==> src/rtl/rv32_lsu_pkg.sv <==
// Shared definitions for the RV32I load/store unit: funct3 size codes,
// FSM state encodings and the access-size decode used by datapath and FSM.
package rv32_lsu_pkg;

    localparam logic [2:0] F3_B  = 3'b000;
    localparam logic [2:0] F3_H  = 3'b001;
    localparam logic [2:0] F3_W  = 3'b010;
    localparam logic [2:0] F3_BU = 3'b100;
    localparam logic [2:0] F3_HU = 3'b101;

    localparam logic [1:0] ST_IDLE = 2'd0;
    localparam logic [1:0] ST_REQ  = 2'd1;
    localparam logic [1:0] ST_DONE = 2'd2;

    typedef enum logic [1:0] {
        SZ_BYTE = 2'd0,
        SZ_HALF = 2'd1,
        SZ_WORD = 2'd2
    } lsu_size_t;

    // Unused funct3 codes (011/110/111) fall through to a word access.
    function automatic lsu_size_t size_of(input logic [2:0] f3);
        case (f3)
            F3_B, F3_BU: return SZ_BYTE;
            F3_H, F3_HU: return SZ_HALF;
            default:     return SZ_WORD;
        endcase
    endfunction

endpackage

==> src/rtl/rv32_lsu_if.sv <==
// Handshaked data-bus bundle between the load/store unit (master) and memory (slave).
interface rv32_lsu_if;

    logic        req;
    logic        we;
    logic [31:0] addr;
    logic [31:0] wdata;
    logic [3:0]  be;
    logic        ack;
    logic [31:0] rdata;
    logic        err;

    modport master (
        output req, we, addr, wdata, be,
        input  ack, rdata, err
    );

    modport slave (
        input  req, we, addr, wdata, be,
        output ack, rdata, err
    );

endinterface

==> src/rtl/rv32_lsu_align.sv <==
// Combinational lane logic: store byte-enable/data steering and load
// byte/half extraction with sign or zero extension.
module lsu_align
    import rv32_lsu_pkg::*;
(
    input  logic [2:0]  st_funct3,
    input  logic [1:0]  st_addr_lo,
    input  logic [31:0] st_data,
    output logic [3:0]  st_be,
    output logic [31:0] st_wdata,
    input  logic [2:0]  ld_funct3,
    input  logic [1:0]  ld_addr_lo,
    input  logic [31:0] ld_word,
    output logic [31:0] ld_data
);

    logic [7:0]  ld_byte;
    logic [15:0] ld_half;

    always_comb begin
        st_be    = 4'b1111;
        st_wdata = st_data;
        case (size_of(st_funct3))
            SZ_BYTE: begin
                st_be    = 4'b0001 << st_addr_lo;
                st_wdata = {4{st_data[7:0]}};
            end
            SZ_HALF: begin
                st_be    = st_addr_lo[1] ? 4'b1100 : 4'b0011;
                st_wdata = {2{st_data[15:0]}};
            end
            default: begin
                st_be    = 4'b1111;
                st_wdata = st_data;
            end
        endcase
    end

    // funct3[2] distinguishes the unsigned (zero-extending) load variants.
    always_comb begin
        ld_byte = ld_word[{ld_addr_lo, 3'b000} +: 8];
        ld_half = ld_addr_lo[1] ? ld_word[31:16] : ld_word[15:0];
        ld_data = ld_word;
        case (size_of(ld_funct3))
            SZ_BYTE: ld_data = ld_funct3[2] ? {24'b0, ld_byte} : {{24{ld_byte[7]}}, ld_byte};
            SZ_HALF: ld_data = ld_funct3[2] ? {16'b0, ld_half} : {{16{ld_half[15]}}, ld_half};
            default: ld_data = ld_word;
        endcase
    end

endmodule

==> src/rtl/rv32_lsu.sv <==
// Multi-cycle load/store unit: stalls the core while one bus transfer is outstanding.
// Optional LSU_MISALIGN_TRAP_EN faults misaligned half/word accesses without touching the bus.
module rv32_lsu
    import rv32_lsu_pkg::*;
#(
    parameter int TIMEOUT_CYCLES = 255
) (
    input  logic        clk,
    input  logic        rst,
    input  logic        req_valid,
    input  logic        req_we,
    input  logic [31:0] req_addr,
    input  logic [31:0] req_wdata,
    input  logic [2:0]  req_funct3,
    output logic        stall,
    output logic [31:0] rdata,
    output logic        rdata_valid,
    output logic        fault,
    rv32_lsu_if.master  bus
);

    localparam int CW = (TIMEOUT_CYCLES > 1) ? $clog2(TIMEOUT_CYCLES) : 1;

    logic [1:0]    state;
    logic [2:0]    funct3_r;
    logic [1:0]    addr_lo_r;
    logic          fault_r;
    logic [31:0]   rdata_r;
    logic [CW-1:0] cnt;
    logic [3:0]    st_be;
    logic [31:0]   st_wdata;
    logic [31:0]   ld_data;
    logic          misalign;
    logic          timeout_hit;

    lsu_align u_align (
        .st_funct3  (req_funct3),
        .st_addr_lo (req_addr[1:0]),
        .st_data    (req_wdata),
        .st_be      (st_be),
        .st_wdata   (st_wdata),
        .ld_funct3  (funct3_r),
        .ld_addr_lo (addr_lo_r),
        .ld_word    (bus.rdata),
        .ld_data    (ld_data)
    );

`ifdef LSU_MISALIGN_TRAP_EN
    assign misalign = ((size_of(req_funct3) == SZ_HALF) && req_addr[0]) ||
                      ((size_of(req_funct3) == SZ_WORD) && (req_addr[1:0] != 2'b00));
`else
    assign misalign = 1'b0;
`endif

    assign timeout_hit = (TIMEOUT_CYCLES != 0) && (cnt == CW'(TIMEOUT_CYCLES - 1));

    always_ff @(posedge clk or negedge rst) begin
        if (!rst) begin
            state     <= ST_IDLE;
            funct3_r  <= '0;
            addr_lo_r <= '0;
            fault_r   <= 1'b0;
            rdata_r   <= '0;
            cnt       <= '0;
            bus.req   <= 1'b0;
            bus.we    <= 1'b0;
            bus.addr  <= '0;
            bus.wdata <= '0;
            bus.be    <= '0;
        end else begin
            case (state)
                ST_IDLE: begin
                    if (req_valid) begin
                        funct3_r  <= req_funct3;
                        addr_lo_r <= req_addr[1:0];
                        bus.we    <= req_we;
                        bus.addr  <= {req_addr[31:2], 2'b00};
                        bus.wdata <= st_wdata;
                        bus.be    <= st_be;
                        cnt       <= '0;
                        // A trapped access completes next cycle without ever raising bus_req.
                        if (misalign) begin
                            fault_r <= 1'b1;
                            rdata_r <= '0;
                            state   <= ST_DONE;
                        end else begin
                            fault_r <= 1'b0;
                            bus.req <= 1'b1;
                            state   <= ST_REQ;
                        end
                    end
                end
                ST_REQ: begin
                    if (bus.req && bus.ack) begin
                        bus.req <= 1'b0;
                        fault_r <= bus.err;
                        if (!bus.we) begin
                            rdata_r <= ld_data;
                        end
                        state   <= ST_DONE;
                    end else if (timeout_hit) begin
                        bus.req <= 1'b0;
                        fault_r <= 1'b1;
                        rdata_r <= '0;
                        state   <= ST_DONE;
                    end else begin
                        cnt <= cnt + CW'(1);
                    end
                end
                ST_DONE: state <= ST_IDLE;
                default: state <= ST_IDLE;
            endcase
        end
    end

    // Gated by rst so a core still holding req_valid sees no stall during reset.
    assign stall       = rst & (((state == ST_IDLE) & req_valid) | (state == ST_REQ));
    assign rdata       = rdata_r;
    assign rdata_valid = (state == ST_DONE) & ~bus.we & ~fault_r;
    assign fault       = (state == ST_DONE) & fault_r;

endmodule
==> src/flat_wrapper.sv <==
// flat-port wrapper written by rule: the top's interface ports become plain ports
module rv32_lsu_flat import rv32_lsu_pkg::*;
#(
    parameter int TIMEOUT_CYCLES = 255
)
  (clk, rst, req_valid, req_we, req_addr, req_wdata, req_funct3, stall, rdata, rdata_valid, fault, bus_req, bus_we, bus_addr, bus_wdata, bus_be, bus_ack, bus_rdata, bus_err);
  rv32_lsu_if bus_i ();
  input  logic clk;
  input  logic rst;
  input  logic req_valid;
  input  logic req_we;
  input  logic [31:0] req_addr;
  input  logic [31:0] req_wdata;
  input  logic [2:0] req_funct3;
  output logic stall;
  output logic [31:0] rdata;
  output logic rdata_valid;
  output logic fault;
  output wire logic [$bits(bus_i.req)-1:0] bus_req;
  output wire logic [$bits(bus_i.we)-1:0] bus_we;
  output wire logic [$bits(bus_i.addr)-1:0] bus_addr;
  output wire logic [$bits(bus_i.wdata)-1:0] bus_wdata;
  output wire logic [$bits(bus_i.be)-1:0] bus_be;
  input wire logic [$bits(bus_i.ack)-1:0] bus_ack;
  input wire logic [$bits(bus_i.rdata)-1:0] bus_rdata;
  input wire logic [$bits(bus_i.err)-1:0] bus_err;
  assign bus_req = bus_i.req;
  assign bus_we = bus_i.we;
  assign bus_addr = bus_i.addr;
  assign bus_wdata = bus_i.wdata;
  assign bus_be = bus_i.be;
  assign bus_i.ack = bus_ack;
  assign bus_i.rdata = bus_rdata;
  assign bus_i.err = bus_err;
  rv32_lsu #(.TIMEOUT_CYCLES(TIMEOUT_CYCLES)) u_core (.clk(clk), .rst(rst), .req_valid(req_valid), .req_we(req_we), .req_addr(req_addr), .req_wdata(req_wdata), .req_funct3(req_funct3), .stall(stall), .rdata(rdata), .rdata_valid(rdata_valid), .fault(fault), .bus(bus_i));
endmodule
==> config.mk <==
export PLATFORM = sky130hd
export DESIGN_NAME = rv32_lsu_flat
export DESIGN_NICKNAME = d
export VERILOG_FILES = /design/src/rtl/rv32_lsu_pkg.sv /design/src/rtl/rv32_lsu_if.sv /design/src/rtl/rv32_lsu_align.sv /design/src/rtl/rv32_lsu.sv /design/src/flat_wrapper.sv
export SDC_FILE = /design/constraint.sdc
export NUM_CORES = 1
export LEC_CHECK = 0
export BUFFER_PORTS_ARGS = -buffer_cell sky130_fd_sc_hd__buf_2
export CAP_MARGIN = 20
export CORE_AREA = 2 2 158 98
export CTS_CLUSTER_DIAMETER = 100
export CTS_CLUSTER_SIZE = 20
export DETAILED_ROUTE_END_ITERATION = 8
export DIE_AREA = 0 0 160 100
export GPL_TIMING_DRIVEN = 0
export PLACE_DENSITY = 0.66
export SETUP_SLACK_MARGIN = 0.02
export SLEW_MARGIN = 30
export SYNTH_ARGS = -nofsm -noshare
export SYNTH_HDL_FRONTEND = slang
export SYNTH_HIERARCHICAL = 1
export SYNTH_SLANG_ARGS = --single-unit
==> constraint.sdc <==
create_clock -name clk -period 3 [get_ports clk]
set_clock_uncertainty 0.05 [all_clocks]
set_input_delay 0 -clock clk [delete_from_list [all_inputs] [get_ports clk]]
set_output_delay 0 -clock clk [all_outputs]
set_load 0.01 [all_outputs]
# Word-level counts from Yosys, hierarchy flattened
# Index checks and enable logic that the tools add are counted.
# totals
elab_cells	83
output_inout_bits	105
input_bits	105
ff_bits	116
# classes
eq_ne	16
bitwise	8
reduce_logical	17
addsub	1
mux	28
shifts	2
# op_table
cell	n
$mux 32	5
$pmux 32 s2	2
$shiftx 32x6->8	1
$mux 8	3
$mux 16	1
$pmux 8 s2	1
$eq 3x3->1 const B	4
$pmux 2 s2	3
$add 8x1->8 const B	1
$eq 8x8->1 const B	1
$ne 2x2->1 const B	4
$pmux 4 s2	1
$reduce_or 2->1	4
$eq 2x1->1 const B	3
$eq 3x1->1 const B	2
$logic_not 2->1	3
$logic_not 3->1	2
$mux 1	6
$mux 2	3
$reduce_and 3->1	2
$and 1x1->1	5
$mux 4	1
$pmux 1 s2	2
$reduce_and 2->1	2
other kinds (8)	10

# Longest topological paths before layout
# Gate-level depths: netlist (run 1).
# depth
ltp_word	7
depth_mapped	7
depth_no_buf	7

# Hierarchy
# Netlist (run 1), hierarchy kept.
# by_module_without_submodules
module	instances	seq_area_each_um2	area_each_um2	cells_each
rv32_lsu	1	2902.8	4506.8	450
lsu_align	1	0.0	1193.6	164

# Worst setup path after synthesis (run 1)
# OpenSTA, ideal clock, no wires.
# synth_timing
path_kind	register -> register
from	register u_core.addr_lo_r[1]
to	register u_core.rdata_r[8], in the netlist u_core/rdata[8]
synth_period_minus_slack_ps	1688
arrival_time_ps	1517
required_time_ps	2829
path_buffers	2
setup_time_ps	121
path_stages_with_launch	7
path_slack_ps	1312
cell_sequence	dfrtp_1 > buf_2 > nor2b_1 > buf_2 > a22o_1 > a221o_1 > a22o_1
# synth_between
elab_chain_len	5
elab_cells_between_ends	7
cone_classes	1 x shift; 6 x mux
# synth_lines
element	line	rtl
start: declaration	rv32_lsu.sv:26	logic [1:0] addr_lo_r;
start signal: assignment	rv32_lsu.sv:75	addr_lo_r <= req_addr[1:0];
$shiftx 32x6->8 / $mux 16 (equally long branches)	rv32_lsu_align.sv:41, rv32_lsu_align.sv:42	
$mux 32, on equally long branches	rv32_lsu_align.sv:45, rv32_lsu_align.sv:46	
$pmux 32 s2 *	rv32_lsu_align.sv:44	case (size_of(ld_funct3))
named net u_core.ld_data[8]	rv32_lsu.sv:32	logic [31:0] ld_data;
$mux 32 *	rv32_lsu.sv:97	if (!bus.we) begin
$mux 32 *	rv32_lsu.sv:94	if (bus.req && bus.ack) begin
end signal: assignment	rv32_lsu.sv:98	rdata_r <= ld_data;
end: declaration	rv32_lsu.sv:28	logic [31:0] rdata_r;
# The timed path passes the listed nets; every way through them passes the cells marked *. The select of a mux whose other input is x is not followed.
# A chain may end at the register's enable or synchronous reset.

# Final worst setup path (run 1)
# layout_timing
from	input port req_funct3[1]
to	register u_core.bus.wdata[26]
# layout_between
elab_chain_len	5
elab_cells_between_ends	10
cone_classes	4 x eq/ne; 2 x mux; 4 x reduce/logical
# layout_lines
element	line	rtl
start: declaration	flat_wrapper.sv:14	input logic [2:0] req_funct3;
$eq 3x1->1, or another cell as far along	rv32_lsu_pkg.sv:23	case (f3)
$reduce_or 2->1	rv32_lsu_pkg.sv:23	
$pmux 2 s2 *	rv32_lsu_pkg.sv:23	
$eq 2x1->1 / $logic_not 2->1 (equally long branches)	rv32_lsu_align.sv:23	case (size_of(st_funct3))
$pmux 32 s2 *	rv32_lsu_align.sv:23	
named net u_core.st_wdata[26]	rv32_lsu.sv:31	logic [31:0] st_wdata;
end signal: assignment	rv32_lsu.sv:78	bus.wdata <= st_wdata;
end: declaration	rv32_lsu_if.sv:14	output req, we, addr, wdata, be,
# The timed path passes the listed nets; every way through them passes the cells marked *.

==> flow_summary.yaml, run 1 <==
setup_path:
  path_cells: "dlygate4sd3_1, buf_2, clkbuf_1, clkbuf_1, nand2_1, o21ai_0, dlygate4sd3_1, nand2_1, nand2_1"
  rr_worst_depth: 7
  crit_top_cell: "nand2_1"
  crit_type: "input pin to register"
  cpPeakStageDelay_ns: 0.58
  worst-path-buf-inv: 5
  setup.worst_path.end_class: "register"
  slowest_stage: "dlygate4sd3_1"
  cp.arrival_ns: 2.51
  cp_num_cells: 9
  critPathRequiredTime_ns: 3.28
  crit_path_start_kind: "input pin"
  worstPathMaxFanout: 10
  path_delay_family: "buffers and inverters"
grt:
  grt_pass1_wl_um: 30210
  grt_pass1_vias: 5651
  overflow: 0
  grt_start_max_net_pins: 85
  grtUsageTotal_pct: 24.03
  grt_antenna_before_repair: 0
clock_network:
  cts_tree: "done"
  numClockSinks: 116
  clk_pin_slew_ns: 0.06
  clock_latency_ns: 0.40
  cts.root.buffer_cell: "clkbuf_16"
  clock_path_buffers: 2
  cts_resized: 0
  cts_buffers: 17
  htreeDepth: 4
yosys:
  syn_area_per_cell_sq_um: 9.284
  syn-cell-area_sq_um: 5700
  synth_cells: 614
  synth-seq-cells: 116
  synthArstFlopShare_pct: 100.0
  yosys_warnings: 6
  ys.flop_type: "dfrtp_1"
  synthDistinctLibCells: 44
  synth_edf_count: 0
  seq_area_frac_synth_pct: 50.92
final_layout:
  final_common_cell: "nand2_1"
  syn2layout_area_growth_pct: 53.27
  utilization_pct: 59.03
  fin_cells: 1166
  final_cell_mix: "nand2_1 (246), buf_2 (224), dfrtp_1 (116)"
  drive_above_1_share_pct: 30.94
  diodes: 0
  final_nets: 1057
  design_area_sq_um: 8737
pwr:
  leakage_nw: 4.639
  powerDensity_nw_per_um2: 952.9
  p_total_mw: 8.326
  vdd_drop_max_mv: 0.4171
sta:
  finalHoldViolCount: 0
  slew_headroom_pct: 42.94
  final.min_clock_period_ns: 2.229
  tightest_slew_ns: 0.8527
  setup_tns_ns: 0
  whs_ns: 0.01314
  worst_slack_ns: 0.7712
  layout_worst_path_cycle_share_pct: 74.29
  timing.fmax_ghz: 0.4487
  rsz0062_at_grt: "no"
  drv_slew: 0
  setup_viol: 0
drt:
  wl_per_cell_um: 16.12
  drtAntennaViolNets: 0
  vias: 5745
  drcViolationCount: 0
  wirelength_um: 18800
  drt_iter0_drc: 432
  drt_first_pass_iters: 5
  viasPerCell: 4.927
min_path:
  worst_hold_path_type: "input pin to async pin"
flow_run:
  maxCapViolations: 0
floorplanning:
  fp.dieArea_sq_um: 16000
  start_util_pct: 38.51
  die-height_um: 100
  ios: 210
  core_sq_um: 14800
  rows: 35
  die_x_um: 160
placed_design:
  place_ws_ns: 1.118
  place_area_sq_um: 7032
  dp_hpwl_um: 12340
  dp.cells: 1026
  gp_congestion: 0.8598
  placement.io_buffers: 207
outcome:
  status: "complete, no violations"
where the power goes:
part | internal (mW) | total (mW) | switching [mW]
Combinational | 1.49 | 3.48 | 1.99
Sequential | 2.26 | 2.71 | 0.445
Clock | 1.36 | 2.14 | 0.773
layout make-up:
| type | count | area [sq um] |
|---|---|---|
| plain buffers | 48 | 255.2 |
| clock buffers | 19 | 452.9 |
| clock inverters | 13 | 171.4 |
| fillers | 1277 | 6065 |
| inverters | 9 | 33.78 |
| multi-input cells | 442 | 2512 |
| flip-flops and latches | 116 | 2903 |
| well taps | 203 | 254.0 |
| repair buffers | 316 | 2155 |
flip-flops by register name, summed over array words and instances, names as in the netlist:
name              count
u_core/addr_lo_r      2
u_core/bus.addr      30
u_core/bus.be         4
u_core/bus.req        1
u_core/bus.wdata     32
u_core/bus.we         1
u_core/cnt            8
u_core/fault_r        1
u_core/funct3_r       3
u_core/rdata         32
u_core/state          2
path summary, 6_finish.rpt:
path                       slack, ns             start              endpoint
max in group asynchronous       2.18               rst      u_core/rdata[23]
setup / recovery                0.77     req_funct3[1]  u_core/bus.wdata[26]
hold reg to reg                 0.42  u_core/bus.be[0]      u_core/bus.be[0]
min in group clk                0.03     bus_rdata[27]      u_core/rdata[27]
setup reg to reg                1.09     u_core/cnt[0]       u_core/rdata[8]
hold / removal                  0.01               rst       u_core/rdata[7]
cell usage after synthesis (all sizes together) (3+ instances only):
cell type	instances	share of area, %
and3	3	0.33
nor3	3	0.26
nor2	10	0.83
nor2b	12	1.3
a21oi	3	0.26
dfrtp	116	51
mux2	16	3.2
nand3	6	0.53
inv	9	0.59
o22a	7	1.1
mux2i	25	4.4
clkbuf	16	1.1
a22o	41	6.3
a211o	4	0.61
a221o	8	1.4
o21bai	4	0.53
o21ai	29	2.5
buf	32	3.4
nand2	246	16
what timing repair did:
action                    CTS  global route
hold buffers              108             0
buffers inserted            0             0
hold endpoints to repair  217             0
per-layer routing:
layer,vias up,global-route usage [%],routed length (um),part of all wire (%)
li1,2748,-,-,-
met1,2679,34.56,8665,46
met2,293,36.33,8179,44
met3,25,6.612,1714,9.1
met4,0,5.613,237,1.3
met5,-,0,0,0
logic make-up (layout without fill, tap and decap cells):
family | Yosys count | after routing | share of synthesized area, %
AND/OR/NAND/NOR | 289 | 289 | 21.12
multiplexers | 42 | 42 | 7.945
AO/OA/AOI/OAI | 107 | 107 | 14.44
other | 1 | 2 | 0.06578
flip-flops | 116 | 116 | 50.92
buffers and inverters | 57 | 405 | 5.070
adder cells (fa/ha/maj) | 2 | 2 | 0.4389
worst reg2reg max path, cell delays in order, from the launching register on:
cell and delay (ns):
dfrtp_1 0.41, inv_1 0.06, ha_1 0.20, nand3_1 0.18
nor3b_2 0.07, o21ai_1 0.40, buf_2 0.33, a22o_1 0.17
Note: power is estimated with default switching activity, not from simulation.
==> run 2: changes to the inputs <==
==> constraint.sdc (replaced) <==
create_clock -name clk -period 2.2 [get_ports clk]
set_clock_uncertainty 0.05 [all_clocks]
set_input_delay 0 -clock clk [delete_from_list [all_inputs] [get_ports clk]]
set_output_delay 0 -clock clk [all_outputs]
set_load 0.01 [all_outputs]
==> run 2 against run 1 <==
  * Clock power grew 36%
  * Power grew 36%
  * Count of clock-buffer cells in the layout is the same
  * Register-to-register slack lost 0.81 ns
  * Critical endpoint unchanged
  * Largest cell class unchanged
==> flow_summary.yaml, run 2 (synthesis gave the netlist of run 1 again) <==
floorplanning:
  fp.dieArea_sq_um: 16000
  core_sq_um: 14800
  rows: 35
  die-height_um: 100
  die_x_um: 160
  start_util_pct: 38.51
  ios: 210
grt:
  grt_antenna_before_repair: 0
  grt_start_max_net_pins: 85
  use_met1_pct: 34.56
  busiest_layer: "met2"
  overflow: 0
  grt_util_met3_pct: 6.612
  grt_pass1_vias: 5651
  grt_pass1_wl_um: 30210
  met2_usage_pct: 36.33
  grtUsageTotal_pct: 24.03
clock_network:
  clock_latency_ns: 0.40
  clock_path_buffers: 2
  htreeDepth: 4
  numClockSinks: 116
  cts_tree: "done"
  cts_buffers: 17
  cts.root.buffer_cell: "clkbuf_16"
  clk_pin_slew_ns: 0.06
setup_path:
  worst-path-buf-inv: 5
  setup.worst_path.end_class: "register"
  crit_type: "input pin to register"
  worstPathMaxFanout: 10
  slowest_stage: "dlygate4sd3_1"
  critPathRequiredTime_ns: 2.48
  crit_top_cell: "nand2_1"
  cpPeakStageDelay_ns: 0.58
  cp.arrival_ns: 2.26
  crit_path_start_kind: "input pin"
  path_delay_family: "buffers and inverters"
  path_cells: "dlygate4sd3_1, buf_2, clkbuf_2, clkbuf_1, nand2_1, o21ai_0, dlygate4sd3_1, nand2_1, nand2_1"
drt:
  drt_first_pass_iters: 5
  drtAntennaViolNets: 0
  wl_per_cell_um: 16.14
  wirelength_um: 18830
  viasPerCell: 4.913
  vias: 5728
  drcViolationCount: 0
  drt_iter0_drc: 458
final_layout:
  syn2layout_area_growth_pct: 53.34
  diodes: 0
  drive_above_1_share_pct: 31.15
  fin_cells: 1166
  final_nets: 1057
  final_common_cell: "nand2_1"
  final_cell_mix: "nand2_1 (246), buf_2 (224), dfrtp_1 (116)"
sta:
  final.min_clock_period_ns: 1.981
  tightest_slew_ns: 0.5636
  whs_ns: 0.01290
  rsz0062_at_grt: "no"
  setup_viol: 0
  timing.fmax_ghz: 0.5049
  finalHoldViolCount: 0
  slew_headroom_pct: 62.43
  layout_worst_path_cycle_share_pct: 90.03
  drv_slew: 0
pwr:
  powerDensity_nw_per_um2: 1299
  leakage_nw: 4.642
  vdd_drop_max_mv: 0.5687
  p_total_mw: 11.36
flow_run:
  maxCapViolations: 0
placed_design:
  placement.io_buffers: 207
  gp_congestion: 0.8598
  dp_hpwl_um: 12340
  dp.cells: 1026
outcome:
  status: "complete, no violations"
min_path:
  worst_hold_path_type: "input pin to async pin"
## run 2: cell counts in the layout (fill, tap and decap cells not counted)
Identical to the previous run, type by type.
## run 2: area by class of cell
cell class / instances / area [sq um]
Sequential cell: 116 / 2903
Timing Repair Buffer: 316 / 2155
Multi-Input combinational cell: 442 / 2515
Clock inverter: 13 / 171.4
Fill cell: 1279 / 6061
Tap cell: 203 / 254.0
Clock buffer: 19 / 452.9
Inverter: 9 / 33.78
Buffer: 48 / 256.5
## run 2: power breakdown
| group | switching, mW | internal, mW | total (mW) |
|---|---|---|---|
| clock | 1.05 | 1.86 | 2.91 |
| sequential | 0.608 | 3.09 | 3.69 |
| combinational | 2.72 | 2.03 | 4.75 |
| total | 4.38 | 6.98 | 11.4 |
## run 2: worst paths after layout
path                                       start                   end  slack [ns]  cells after the start
worst min-delay path                         rst       u_core/rdata[7]        0.01                      2
max in group asynchronous                    rst      u_core/rdata[23]        1.38                      3
worst max-delay path               req_funct3[1]  u_core/bus.wdata[26]        0.22                      9
worst min register to register  u_core/bus.be[0]      u_core/bus.be[0]        0.42                      2
worst max register to register     u_core/cnt[0]       u_core/rdata[8]        0.28                      7
min in group clk                   bus_rdata[28]      u_core/rdata[28]        0.03                      4
## run 2: metal layers
layer  vias to the layer above  routed length (um)  part of all wire, %
li1                       2746                   -                    -
met2                       278                8249                   44
met3                        15                1653                  8.8
met5                         -                   0                    0
met4                         0                 173                 0.92
met1                      2689                8748                   46
## run 2: repair_timing
action | in CTS | in global routing
hold buffers | 108 | 0
buffers inserted | 0 | 0
endpoints found under the setup margin | 0 | 6
hold endpoints to repair | 217 | 0
gates resized for setup | 0 | 3
## run 2: stage by stage
stage	setup WS, ns	setup TNS [ns]	instance area [sq um]	util, %
finish	0.2194	0	8741	59.05
global route	0.1352	0	8741	59.05
CTS	0.09630	0	8737	59.03
detailed placement	0.3179	0	7032	47.51
global placement	-0.5020	-57.23	6994	47.25
floorplan	0.5123	0	5704	-
